$ cat src/rtl/uart_tx_arbiter_if.sv
// Requester/serializer bus for the shared uart_tx arbiter.
// The arbiter uses the slave view; requesters and the serializer use the master view.
interface uart_tx_arbiter_if #(
  parameter int NUM_REQ    = 4,
  parameter int DATA_WIDTH = 8
);
  logic                          enable_i;
  logic [NUM_REQ-1:0]            req_valid_i;
  logic [NUM_REQ*DATA_WIDTH-1:0] req_data_i;
  logic [NUM_REQ-1:0]            req_last_i;
  logic [NUM_REQ-1:0]            req_ready_o;
  logic [NUM_REQ-1:0]            grant_o;
  logic [DATA_WIDTH-1:0]         utx_data_o;
  logic                          utx_valid_o;
  logic                          utx_ready_i;
  logic                          utx_busy_i;
  logic                          active_o;
  logic [15:0]                   sent_cnt_o;

  modport slave (
    input  enable_i, req_valid_i, req_data_i, req_last_i, utx_ready_i, utx_busy_i,
    output req_ready_o, grant_o, utx_data_o, utx_valid_o, active_o, sent_cnt_o
  );

  modport master (
    output enable_i, req_valid_i, req_data_i, req_last_i, utx_ready_i, utx_busy_i,
    input  req_ready_o, grant_o, utx_data_o, utx_valid_o, active_o, sent_cnt_o
  );
endinterface

$ cat src/rtl/uart_tx_arbiter.sv
// Round-robin arbiter sharing one uart_tx serializer between NUM_REQ byte streams.
// A grant is held for a whole packet (or MAX_BURST bytes) and only one byte is
// ever in flight: after each handshake the arbiter waits for the serializer's
// busy flag to rise and fall before offering the next byte.
// The interface instance must be parameterised with the same NUM_REQ/DATA_WIDTH.
module uart_tx_arbiter #(
  parameter int NUM_REQ    = 4,
  parameter int DATA_WIDTH = 8,
  parameter int MAX_BURST  = 16
) (
  input  logic               clk_i,
  input  logic               rst_i,
  uart_tx_arbiter_if.slave   bus
);

  localparam int IDX_W = $clog2(NUM_REQ);

  typedef enum logic [1:0] {
    IDLE       = 2'd0,
    SEND       = 2'd1,
    WAIT_START = 2'd2,
    WAIT_DONE  = 2'd3
  } state_e;

  state_e                 state_q, state_d;
  logic [NUM_REQ-1:0]     grant_q, grant_d;
  logic [IDX_W-1:0]       idx_q, idx_d;
  logic [IDX_W-1:0]       rr_ptr_q, rr_ptr_d;
  logic [7:0]             burst_cnt_q, burst_cnt_d;
  logic [15:0]            sent_cnt_q, sent_cnt_d;
  logic                   last_q, last_d;

  logic [IDX_W-1:0]       rr_cand;
  logic [IDX_W-1:0]       pick_idx;
  logic                   pick_found;
  logic [IDX_W-1:0]       idx_next;
  logic                   g_valid;
  logic                   utx_valid;
  logic                   fire;
  logic [DATA_WIDTH-1:0]  req_bytes [NUM_REQ];

  for (genvar k = 0; k < NUM_REQ; k++) begin : g_bytes
    assign req_bytes[k] = bus.req_data_i[k*DATA_WIDTH +: DATA_WIDTH];
  end

  // Owner's valid gates the serializer handshake; a disabled arbiter never fires.
  assign g_valid   = bus.req_valid_i[idx_q];
  assign utx_valid = (state_q == SEND) & g_valid & bus.enable_i;
  assign fire      = utx_valid & bus.utx_ready_i;
  assign idx_next  = (idx_q == IDX_W'(NUM_REQ - 1)) ? '0 : idx_q + 1'b1;

  // First valid requester in rotating order starting at rr_ptr.
  always_comb begin
    pick_found = 1'b0;
    pick_idx   = '0;
    rr_cand    = '0;
    for (int unsigned i = 0; i < NUM_REQ; i++) begin
      rr_cand = IDX_W'((32'(rr_ptr_q) + i) % NUM_REQ);
      if (!pick_found && bus.req_valid_i[rr_cand]) begin
        pick_found = 1'b1;
        pick_idx   = rr_cand;
      end
    end
  end

  // State register and all arbitration bookkeeping.
  always_ff @(posedge clk_i or posedge rst_i) begin
    if (rst_i) begin
      state_q     <= IDLE;
      grant_q     <= '0;
      idx_q       <= '0;
      rr_ptr_q    <= '0;
      burst_cnt_q <= '0;
      sent_cnt_q  <= '0;
      last_q      <= 1'b0;
    end else begin
      state_q     <= state_d;
      grant_q     <= grant_d;
      idx_q       <= idx_d;
      rr_ptr_q    <= rr_ptr_d;
      burst_cnt_q <= burst_cnt_d;
      sent_cnt_q  <= sent_cnt_d;
      last_q      <= last_d;
    end
  end

  // Next-state logic: grant, per-byte handshake, serializer busy tracking, release.
  always_comb begin
    state_d     = state_q;
    grant_d     = grant_q;
    idx_d       = idx_q;
    rr_ptr_d    = rr_ptr_q;
    burst_cnt_d = burst_cnt_q;
    sent_cnt_d  = sent_cnt_q;
    last_d      = last_q;
    case (state_q)
      IDLE: begin
        if (bus.enable_i && pick_found) begin
          grant_d           = '0;
          grant_d[pick_idx] = 1'b1;
          idx_d             = pick_idx;
          burst_cnt_d       = '0;
          state_d           = SEND;
        end
      end
      SEND: begin
        if (!bus.enable_i) begin
          grant_d = '0;
          state_d = IDLE;
        end else if (fire) begin
          burst_cnt_d = burst_cnt_q + 8'd1;
          sent_cnt_d  = sent_cnt_q + 16'd1;
          last_d      = bus.req_last_i[idx_q];
          state_d     = WAIT_START;
        end else if (!g_valid && (burst_cnt_q == '0)) begin
          grant_d  = '0;
          rr_ptr_d = idx_next;
          state_d  = IDLE;
        end
      end
      WAIT_START: begin
        if (bus.utx_busy_i) state_d = WAIT_DONE;
      end
      WAIT_DONE: begin
        if (!bus.utx_busy_i) begin
          if (!bus.enable_i) begin
            grant_d = '0;
            state_d = IDLE;
          end else if (last_q || (burst_cnt_q == 8'(MAX_BURST))) begin
            grant_d  = '0;
            rr_ptr_d = idx_next;
            state_d  = IDLE;
          end else begin
            state_d = SEND;
          end
        end
      end
      default: state_d = IDLE;
    endcase
  end

  // Outputs: byte/valid to the serializer and the one-hot accept back to the owner.
  always_comb begin
    bus.req_ready_o = '0;
    if (fire) bus.req_ready_o[idx_q] = 1'b1;
    bus.utx_valid_o = utx_valid;
    bus.utx_data_o  = (state_q == SEND) ? req_bytes[idx_q] : '0;
    bus.grant_o     = grant_q;
    bus.active_o    = (state_q != IDLE);
    bus.sent_cnt_o  = sent_cnt_q;
  end

endmodule
$ cat src/flat_wrapper.sv
// flat-port wrapper written by rule: the top's interface ports become plain ports
module uart_tx_arbiter_flat 
#(
  parameter int NUM_REQ    = 4,
  parameter int DATA_WIDTH = 8,
  parameter int MAX_BURST  = 16
)
  (clk_i, rst_i, bus_enable_i, bus_req_valid_i, bus_req_data_i, bus_req_last_i, bus_utx_ready_i, bus_utx_busy_i, bus_req_ready_o, bus_grant_o, bus_utx_data_o, bus_utx_valid_o, bus_active_o, bus_sent_cnt_o);
  uart_tx_arbiter_if #(.NUM_REQ(NUM_REQ), .DATA_WIDTH(DATA_WIDTH)) bus_i ();
  input  logic clk_i;
  input  logic rst_i;
  input wire logic [$bits(bus_i.enable_i)-1:0] bus_enable_i;
  input wire logic [$bits(bus_i.req_valid_i)-1:0] bus_req_valid_i;
  input wire logic [$bits(bus_i.req_data_i)-1:0] bus_req_data_i;
  input wire logic [$bits(bus_i.req_last_i)-1:0] bus_req_last_i;
  input wire logic [$bits(bus_i.utx_ready_i)-1:0] bus_utx_ready_i;
  input wire logic [$bits(bus_i.utx_busy_i)-1:0] bus_utx_busy_i;
  output wire logic [$bits(bus_i.req_ready_o)-1:0] bus_req_ready_o;
  output wire logic [$bits(bus_i.grant_o)-1:0] bus_grant_o;
  output wire logic [$bits(bus_i.utx_data_o)-1:0] bus_utx_data_o;
  output wire logic [$bits(bus_i.utx_valid_o)-1:0] bus_utx_valid_o;
  output wire logic [$bits(bus_i.active_o)-1:0] bus_active_o;
  output wire logic [$bits(bus_i.sent_cnt_o)-1:0] bus_sent_cnt_o;
  assign bus_i.enable_i = bus_enable_i;
  assign bus_i.req_valid_i = bus_req_valid_i;
  assign bus_i.req_data_i = bus_req_data_i;
  assign bus_i.req_last_i = bus_req_last_i;
  assign bus_i.utx_ready_i = bus_utx_ready_i;
  assign bus_i.utx_busy_i = bus_utx_busy_i;
  assign bus_req_ready_o = bus_i.req_ready_o;
  assign bus_grant_o = bus_i.grant_o;
  assign bus_utx_data_o = bus_i.utx_data_o;
  assign bus_utx_valid_o = bus_i.utx_valid_o;
  assign bus_active_o = bus_i.active_o;
  assign bus_sent_cnt_o = bus_i.sent_cnt_o;
  uart_tx_arbiter #(.NUM_REQ(NUM_REQ), .DATA_WIDTH(DATA_WIDTH), .MAX_BURST(MAX_BURST)) u_core (.clk_i(clk_i), .rst_i(rst_i), .bus(bus_i));
endmodule
$ cat config.mk
export PLATFORM = sky130hd
export DESIGN_NAME = uart_tx_arbiter_flat
export DESIGN_NICKNAME = d
export VERILOG_FILES = /design/src/rtl/uart_tx_arbiter_if.sv /design/src/rtl/uart_tx_arbiter.sv /design/src/flat_wrapper.sv
export SDC_FILE = /design/constraint.sdc
export NUM_CORES = 1
export LEC_CHECK = 0
export ABC_CLOCK_PERIOD_IN_PS = 4450
export BUFFER_PORTS_ARGS = -buffer_cell sky130_fd_sc_hd__buf_2
export CAP_MARGIN = 20
export CORE_MARGIN = 2
export CORE_UTILIZATION = 53
export DETAILED_ROUTE_END_ITERATION = 12
export PLACE_DENSITY = 0.91
export SLEW_MARGIN = 20
export SYNTH_ARGS = -nofsm -noshare
export SYNTH_HDL_FRONTEND = slang
export SYNTH_SLANG_ARGS = --single-unit
$ cat constraint.sdc
create_clock -name clk_i -period 4.45 [get_ports clk_i]
set_input_delay 0.2225 -clock clk_i [delete_from_list [all_inputs] [get_ports clk_i]]
set_output_delay 0.2225 -clock clk_i [all_outputs]
set_load 0.02 [all_outputs]
# Word level (Yosys, flattened, before mapping)

Cells that the tools add are included.

$add $sub $neg: 6
$lt $le $gt $ge: 9
Equal/unequal tests: 18
Muxes and demuxes: 58
Bitwise logic cells: 4
Reductions and logical operators: 24

Operators by type and width:

| kind                                                                 | count |
|---|---|
| 8-bit two-way mux                                                    | 6 |
| 2-bit two-way mux                                                    | 18 |
| 4-bit two-way mux                                                    | 8 |
| 2-bit by 3-bit < comparator with 1-bit output, second input constant | 6 |
| 16-bit by 1-bit adder with 16-bit output, second input constant      | 1 |
| 8-bit binary-select mux with 2-bit select                            | 1 |
| 8-bit case mux with 2 select lines                                   | 1 |
| 1-bit two-way mux                                                    | 13 |
| 1-bit binary-select mux with 2-bit select                            | 6 |
| 4-bit case mux with 3 select lines                                   | 1 |
| 2-bit != test, second input constant                                 | 5 |
| 8-bit by 1-bit adder with 8-bit output, second input constant        | 1 |
| 8-bit by 5-bit == test with 1-bit output, second input constant      | 1 |
| 8-bit logical NOT                                                    | 1 |
| 2-bit by 1-bit != test with 1-bit output, second input constant      | 4 |
| 2-bit case mux with 4 select lines                                   | 1 |
| 4-bit AND reduction                                                  | 2 |
| 1-bit logical AND                                                    | 7 |
| 7-bit AND reduction                                                  | 1 |
| 2-bit == test, second input constant                                 | 3 |
| 3-bit by 2-bit != test with 1-bit output, second input constant      | 2 |
| 6-bit AND reduction                                                  | 1 |
| 2-bit nonzero test                                                   | 3 |
| 2-bit by 1-bit adder with 2-bit output, second input constant        | 2 |
| other kinds (16)                                                     | 24 |

Register bits: 35
Input port bits: 45
Output and inout bits: 34
Word-level logic and storage cells: 126

# Longest topological paths before layout

Depth in word-level cells: 18
Mapped depth: 7
Mapped depth without buffers: 7

# Least setup slack after synthesis

No wires, ideal clock.

Kind: reg-to-reg
Start point: register u_core.idx_q[1]
End point: register u_core.rr_ptr_q[0]
Library setup time: 0.128 ns
Data arrival time: 1.869 ns
Data required time: 4.322 ns
Setup slack: 2.454 ns
Cell stages (with the launch flop): 6
Path buffers: 0
Period minus slack after synthesis: 1.996 ns
Cell sequence: dfrtp_1 -> mux4_2 -> nor4_4 -> a21oi_1 -> nand3b_1 -> mux2_1

Cells in the longest elaborated chain, start to end: 7
Elaborated cells on any way between the ends: 19
Classes of those cells: eq/ne (3); mux (10); bitwise (3); reduce/logical (3)

Ends and longest elaborated chain:

| element                                   | RTL line              | source |
|---|---|---|
| start, declared                           | uart_tx_arbiter.sv:27 | `logic [IDX_W-1:0] idx_q, idx_d;` |
| start signal, assigned                    | uart_tx_arbiter.sv:79 | `idx_q <= idx_d;` |
| 1-bit binary-select mux with 2-bit select | uart_tx_arbiter.sv:47 | `assign g_valid = bus.req_valid_i[idx_q];` |
| 1-bit two-way mux (implied by the code)   | uart_tx_arbiter.sv:47 |  |
| 1-bit AND (2 in a row)                    | uart_tx_arbiter.sv:48 | `assign utx_valid = (state_q == SEND) & g_valid & bus.enable_i;` |
| 1-bit AND                                 | uart_tx_arbiter.sv:49 | `assign fire = utx_valid & bus.utx_ready_i;` |
| 2-bit != test (no source line)            | -                     |  |
| 7-bit AND reduction (no source line)      | -                     |  |
| end signal, assigned                      | uart_tx_arbiter.sv:80 | `rr_ptr_q <= rr_ptr_d;` |
| end, declared                             | uart_tx_arbiter.sv:28 | `logic [IDX_W-1:0] rr_ptr_q, rr_ptr_d;` |

Parallel ways exist; a longest one is shown, timed or not. The select of a mux whose other input is x is not followed.
A chain may end at the register's enable or synchronous reset.

# Worst setup path in the final report

Start point: register u_core.idx_q[1]
End point: output bus_req_ready_o[2]

Cells in the longest elaborated chain, start to end: 6
Elaborated cells on any way between the ends: 11
Classes of those cells: order compare (2); mux (5); bitwise (3); reduce/logical (1)

Ends and longest elaborated chain:

| element                                   | RTL line               | source |
|---|---|---|
| 1-bit binary-select mux with 2-bit select | uart_tx_arbiter.sv:47  |  |
| 1-bit two-way mux (implied by the code)   | uart_tx_arbiter.sv:47  |  |
| 1-bit AND (2 in a row)                    | uart_tx_arbiter.sv:48  |  |
| 1-bit AND                                 | uart_tx_arbiter.sv:49  |  |
| 4-bit two-way mux *                       | uart_tx_arbiter.sv:145 | `if (fire) bus.req_ready_o[idx_q] = 1'b1;` |
| end, declared                             | flat_wrapper.sv:18     | `output wire logic [$bits(bus_i.req_ready_o)-1:0] bus_req_ready_o;` |

Mark *: on every way between the ends. The rest lies on a longest branch, timed or not. The select of a mux whose other input is x is not followed.

==> impl_metrics.xml <==
<?xml version="1.0" encoding="UTF-8"?>
<metrics>
  <group name="run_status">
    <metric name="outcome" unit="">finished, final reports clean</metric>
  </group>
  <group name="job">
    <metric name="drv_cap" unit="">0</metric>
  </group>
  <group name="logic_synthesis">
    <metric name="syn-num-nets" unit="">258</metric>
    <metric name="seq_area_frac_synth" unit="">0.4113</metric>
    <metric name="netlist_area" unit="um2">2130</metric>
    <metric name="synth_edf_count" unit="">0</metric>
    <metric name="synth.yosys.warnings" unit="">0</metric>
    <metric name="post_synth.cell_area_avg" unit="um2">10.34</metric>
    <metric name="yosys.cell_types.count" unit="">37</metric>
    <metric name="synthCells" unit="">206</metric>
    <metric name="synth_flop_cell" unit="">dfrtp_1</metric>
    <metric name="synth-seq-cells" unit="">35</metric>
    <metric name="postSynth.asyncResetShare" unit="">1.000</metric>
  </group>
  <group name="global_routing">
    <metric name="grt_first_pass_wirelength" unit="um">8500</metric>
    <metric name="gr-total-overflow" unit="">0</metric>
    <metric name="grt_pass1_vias" unit="">1852</metric>
    <metric name="number_of_antenna_violations_at_the_first_check_in_global_routing" unit="">0</metric>
    <metric name="grt_max_degree" unit="">36</metric>
    <metric name="globalRouteTotalUtil" unit="">0.2487</metric>
  </group>
  <group name="critical_path">
    <metric name="cp.required" unit="ns">4.23</metric>
    <metric name="worst-endpoint-arrival" unit="ns">2.46</metric>
    <metric name="worstSetupStartpointType" unit="">flop</metric>
    <metric name="crit_path_top_delay_cell" unit="">dfrtp_1</metric>
    <metric name="cpLargestDelayFamily" unit="">flip-flops</metric>
    <metric name="setup.worst_path.end_class" unit="">output port</metric>
    <metric name="crit_fanout" unit="">20</metric>
    <metric name="timing_worst_setup_path_type" unit="">reg -&gt; out</metric>
    <metric name="cell_chain_critical_path" unit="">mux4_2 &gt; and3_1 &gt; and2_1 &gt; buf_2</metric>
    <metric name="critical_path_buf_inv_count" unit="">1</metric>
    <metric name="worst_path_largest_cell_delay" unit="ns">0.69</metric>
  </group>
  <group name="finish">
    <metric name="finalInstanceArea" unit="um2">2645</metric>
    <metric name="layout-area-overhead-vs-synth" unit="%">24.21</metric>
    <metric name="layout_commonest_cell" unit="">buf_2</metric>
    <metric name="mostFrequentLayoutCells" unit="">buf_2 (78), dfrtp_1 (35), nand2_1 (26)</metric>
    <metric name="num_antenna_cells" unit="">0</metric>
    <metric name="post_route_cells_drive_above_1_share" unit="">0.3566</metric>
    <metric name="finalNetCount" unit="">337</metric>
    <metric name="layout.core_utilization" unit="">0.6709</metric>
  </group>
  <group name="route">
    <metric name="drt_iter0_drc" unit="">137</metric>
    <metric name="antenna_violating_nets_post_route" unit="">0</metric>
    <metric name="drt_pre_antenna_iters" unit="">4</metric>
    <metric name="drt-vias-per-instance" unit="">5.571</metric>
    <metric name="remaining_drc_errors" unit="">0</metric>
    <metric name="detail_route.wirelength" unit="um">5161</metric>
    <metric name="drt-wirelength-per-cell" unit="um">15.36</metric>
    <metric name="via_count" unit="">1872</metric>
  </group>
  <group name="power">
    <metric name="power.density" unit="nW/um2">513.7</metric>
    <metric name="p_sw_frac" unit="">0.4287</metric>
    <metric name="power_leakage" unit="nW">1.371</metric>
    <metric name="pwr-share-seq" unit="">0.370</metric>
    <metric name="cellInternalPower" unit="mW">0.7763</metric>
    <metric name="p_sw" unit="mW">0.5825</metric>
    <metric name="vdd_ir_drop_max" unit="mV">0.4314</metric>
    <metric name="combPwrFrac" unit="">0.466</metric>
    <metric name="power.share.clock" unit="">0.164</metric>
  </group>
  <group name="sta">
    <metric name="worst_hold_slack" unit="ns">0.01951</metric>
    <metric name="worst_pin_slew" unit="ns">0.6598</metric>
    <metric name="final.min_clock_period" unit="ns">2.678</metric>
    <metric name="maxSlewHeadroom" unit="">0.5601</metric>
    <metric name="grt_setup_unrepaired" unit="">no</metric>
    <metric name="fmaxAchievable" unit="MHz">373.4</metric>
    <metric name="timing_max_transition_violations_final" unit="">0</metric>
    <metric name="final_period_util" unit="">0.6019</metric>
    <metric name="hold_violations" unit="">0</metric>
    <metric name="finalSetupViolCount" unit="">0</metric>
    <metric name="fin_setup_tns" unit="ns">0</metric>
    <metric name="clock_skew" unit="ns">0.008640</metric>
  </group>
  <group name="min_path">
    <metric name="worst_hold_path_type" unit="">in -&gt; async</metric>
  </group>
  <group name="die">
    <metric name="die-area" unit="um2">4541</metric>
    <metric name="ios" unit="">79</metric>
    <metric name="die_h" unit="um">67.39</metric>
    <metric name="core_area" unit="um2">3943</metric>
    <metric name="std_cell_rows" unit="">23</metric>
    <metric name="die_w" unit="um">67.39</metric>
    <metric name="initial_utilization" unit="">0.5401</metric>
  </group>
  <group name="clock_tree">
    <metric name="max-clock-path-buffers" unit="">2</metric>
    <metric name="hold_buffers" unit="">0</metric>
    <metric name="clk_transition_reported_paths" unit="ns">0.07</metric>
    <metric name="cts_setup_buffers" unit="">0</metric>
    <metric name="tritoncts" unit="">done</metric>
    <metric name="numClockSinks" unit="">35</metric>
    <metric name="tritoncts.num_buffers" unit="">5</metric>
    <metric name="clk-insertion-delay-late" unit="ns">0.28</metric>
    <metric name="htreeDepth" unit="">2</metric>
    <metric name="clock_root_buffer" unit="">clkbuf_8</metric>
    <metric name="cts_repair_resize_count" unit="">0</metric>
  </group>
  <group name="placement">
    <metric name="buffer_ports.inserted" unit="">78</metric>
    <metric name="place.detailed.hpwl" unit="um">3977</metric>
    <metric name="finalWeightedCongestion" unit="">0.8495</metric>
    <metric name="postPlaceCellArea" unit="um2">2560</metric>
  </group>
</metrics>
layer usage:
metal  global-route usage  wire [um]  vias to the layer above  part of all wire
met5                    0          0                        -                 0
met1               0.3047       1998                      905              0.39
met2               0.4431       2738                       68              0.53
li1                     -          -                      893                 -
met3              0.06000        382                        6             0.074
met4              0.05612         41                        0            0.0079
worst reg2reg max path: stages, from the launching register on:
cell     delay, ns
dfrtp_1       0.77
mux4_2        0.42
and3_1        0.56
and4_1        0.43
nand4_1       0.14
xnor2_1       0.14
cells in the mapped netlist (2+ instances only):
cell | count | area (um2)
dfrtp_1 | 35 | 875.8
nand2_1 | 26 | 97.59
nor2_1 | 14 | 52.55
inv_1 | 11 | 41.29
xor2_1 | 11 | 96.34
mux4_2 | 10 | 225.2
xnor2_1 | 10 | 87.58
nand4_1 | 9 | 56.30
nor2b_1 | 9 | 56.30
ha_1 | 7 | 87.58
nand3_1 | 7 | 35.03
and3_1 | 6 | 37.54
and2_1 | 5 | 31.28
a21oi_1 | 4 | 20.02
o21ai_0 | 4 | 20.02
o22ai_1 | 4 | 25.02
o31ai_1 | 4 | 30.03
buf_2 | 3 | 15.01
clkbuf_1 | 3 | 11.26
o41ai_1 | 3 | 26.28
and4_1 | 2 | 17.52
mux2_1 | 2 | 22.52
nand3b_1 | 2 | 15.01
or2_2 | 2 | 12.51
cells by family after synthesis:
logic type | share of synthesized area
xor+xnor | 0.08637
buf+inv | 0.03349
fa+ha+maj | 0.04113
simple gates | 0.2239
compound gates | 0.08755
mux | 0.1163
flops | 0.4113
power groups by stage:
stage | Combinational [mW] | Sequential [mW] | Clock (mW)
after floorplan | 0.479 | 0.474 | 0
after global placement | 0.607 | 0.501 | 0
after detailed placement | 0.632 | 0.506 | 0
after CTS | 0.633 | 0.501 | 0.226
after global routing | 0.690 | 0.520 | 0.242
final | 0.633 | 0.503 | 0.223
metrics by stage:
| step | worst slack, ns | std cells | total power, mW |
|---|---|---|---|
| finish | 1.772 | 336 | 1.359 |
| global route | 1.533 | 336 | 1.451 |
| CTS | 1.771 | 336 | 1.361 |
| detailed placement | 1.881 | 328 | 1.137 |
| global placement | 1.950 | 328 | 1.108 |
| floorplan | 2.454 | 206 | 0.9528 |
flip-flops by register name, summed over array words and instances, names as in the netlist, named ones only:
name                   count
u_core.bus.sent_cnt_o     16
u_core.burst_cnt_q         8
u_core.bus.grant_o         4
u_core.idx_q               2
u_core.rr_ptr_q            2
u_core.last_q              1
u_core.state_q             1
final timing paths:
kind,to,cells past startpoint,startpoint,slack [ns]
max,bus_req_ready_o[2],4,u_core.idx_q[1]$_DFFE_PP0P_,1.77
min reg2reg,u_core.bus.grant_o[1]$_DFFE_PP0P_,2,u_core.bus.grant_o[1]$_DFFE_PP0P_,0.48
min,u_core.bus.sent_cnt_o[8]$_DFFE_PP0P_,3,rst_i,0.02
min in group clk_i,flop,3,bus_utx_busy_i,0.21
max in group asynchronous,u_core.burst_cnt_q[7]$_DFFE_PP0P_,3,rst_i,4.11
max reg2reg,u_core.bus.sent_cnt_o[15]$_DFFE_PP0P_,5,u_core.idx_q[0]$_DFFE_PP0P_,1.88
cell type report:
type | instances | area [um2]
multi-input combinational | 153 | 1182
clock buffer | 6 | 72.57
sequential | 35 | 875.8
fill | 319 | 1297
inverter | 11 | 41.29
timing repair buffer | 79 | 397.9
clock inverter | 2 | 12.51
tap | 50 | 62.56
(Power assumes the default switching activity.)
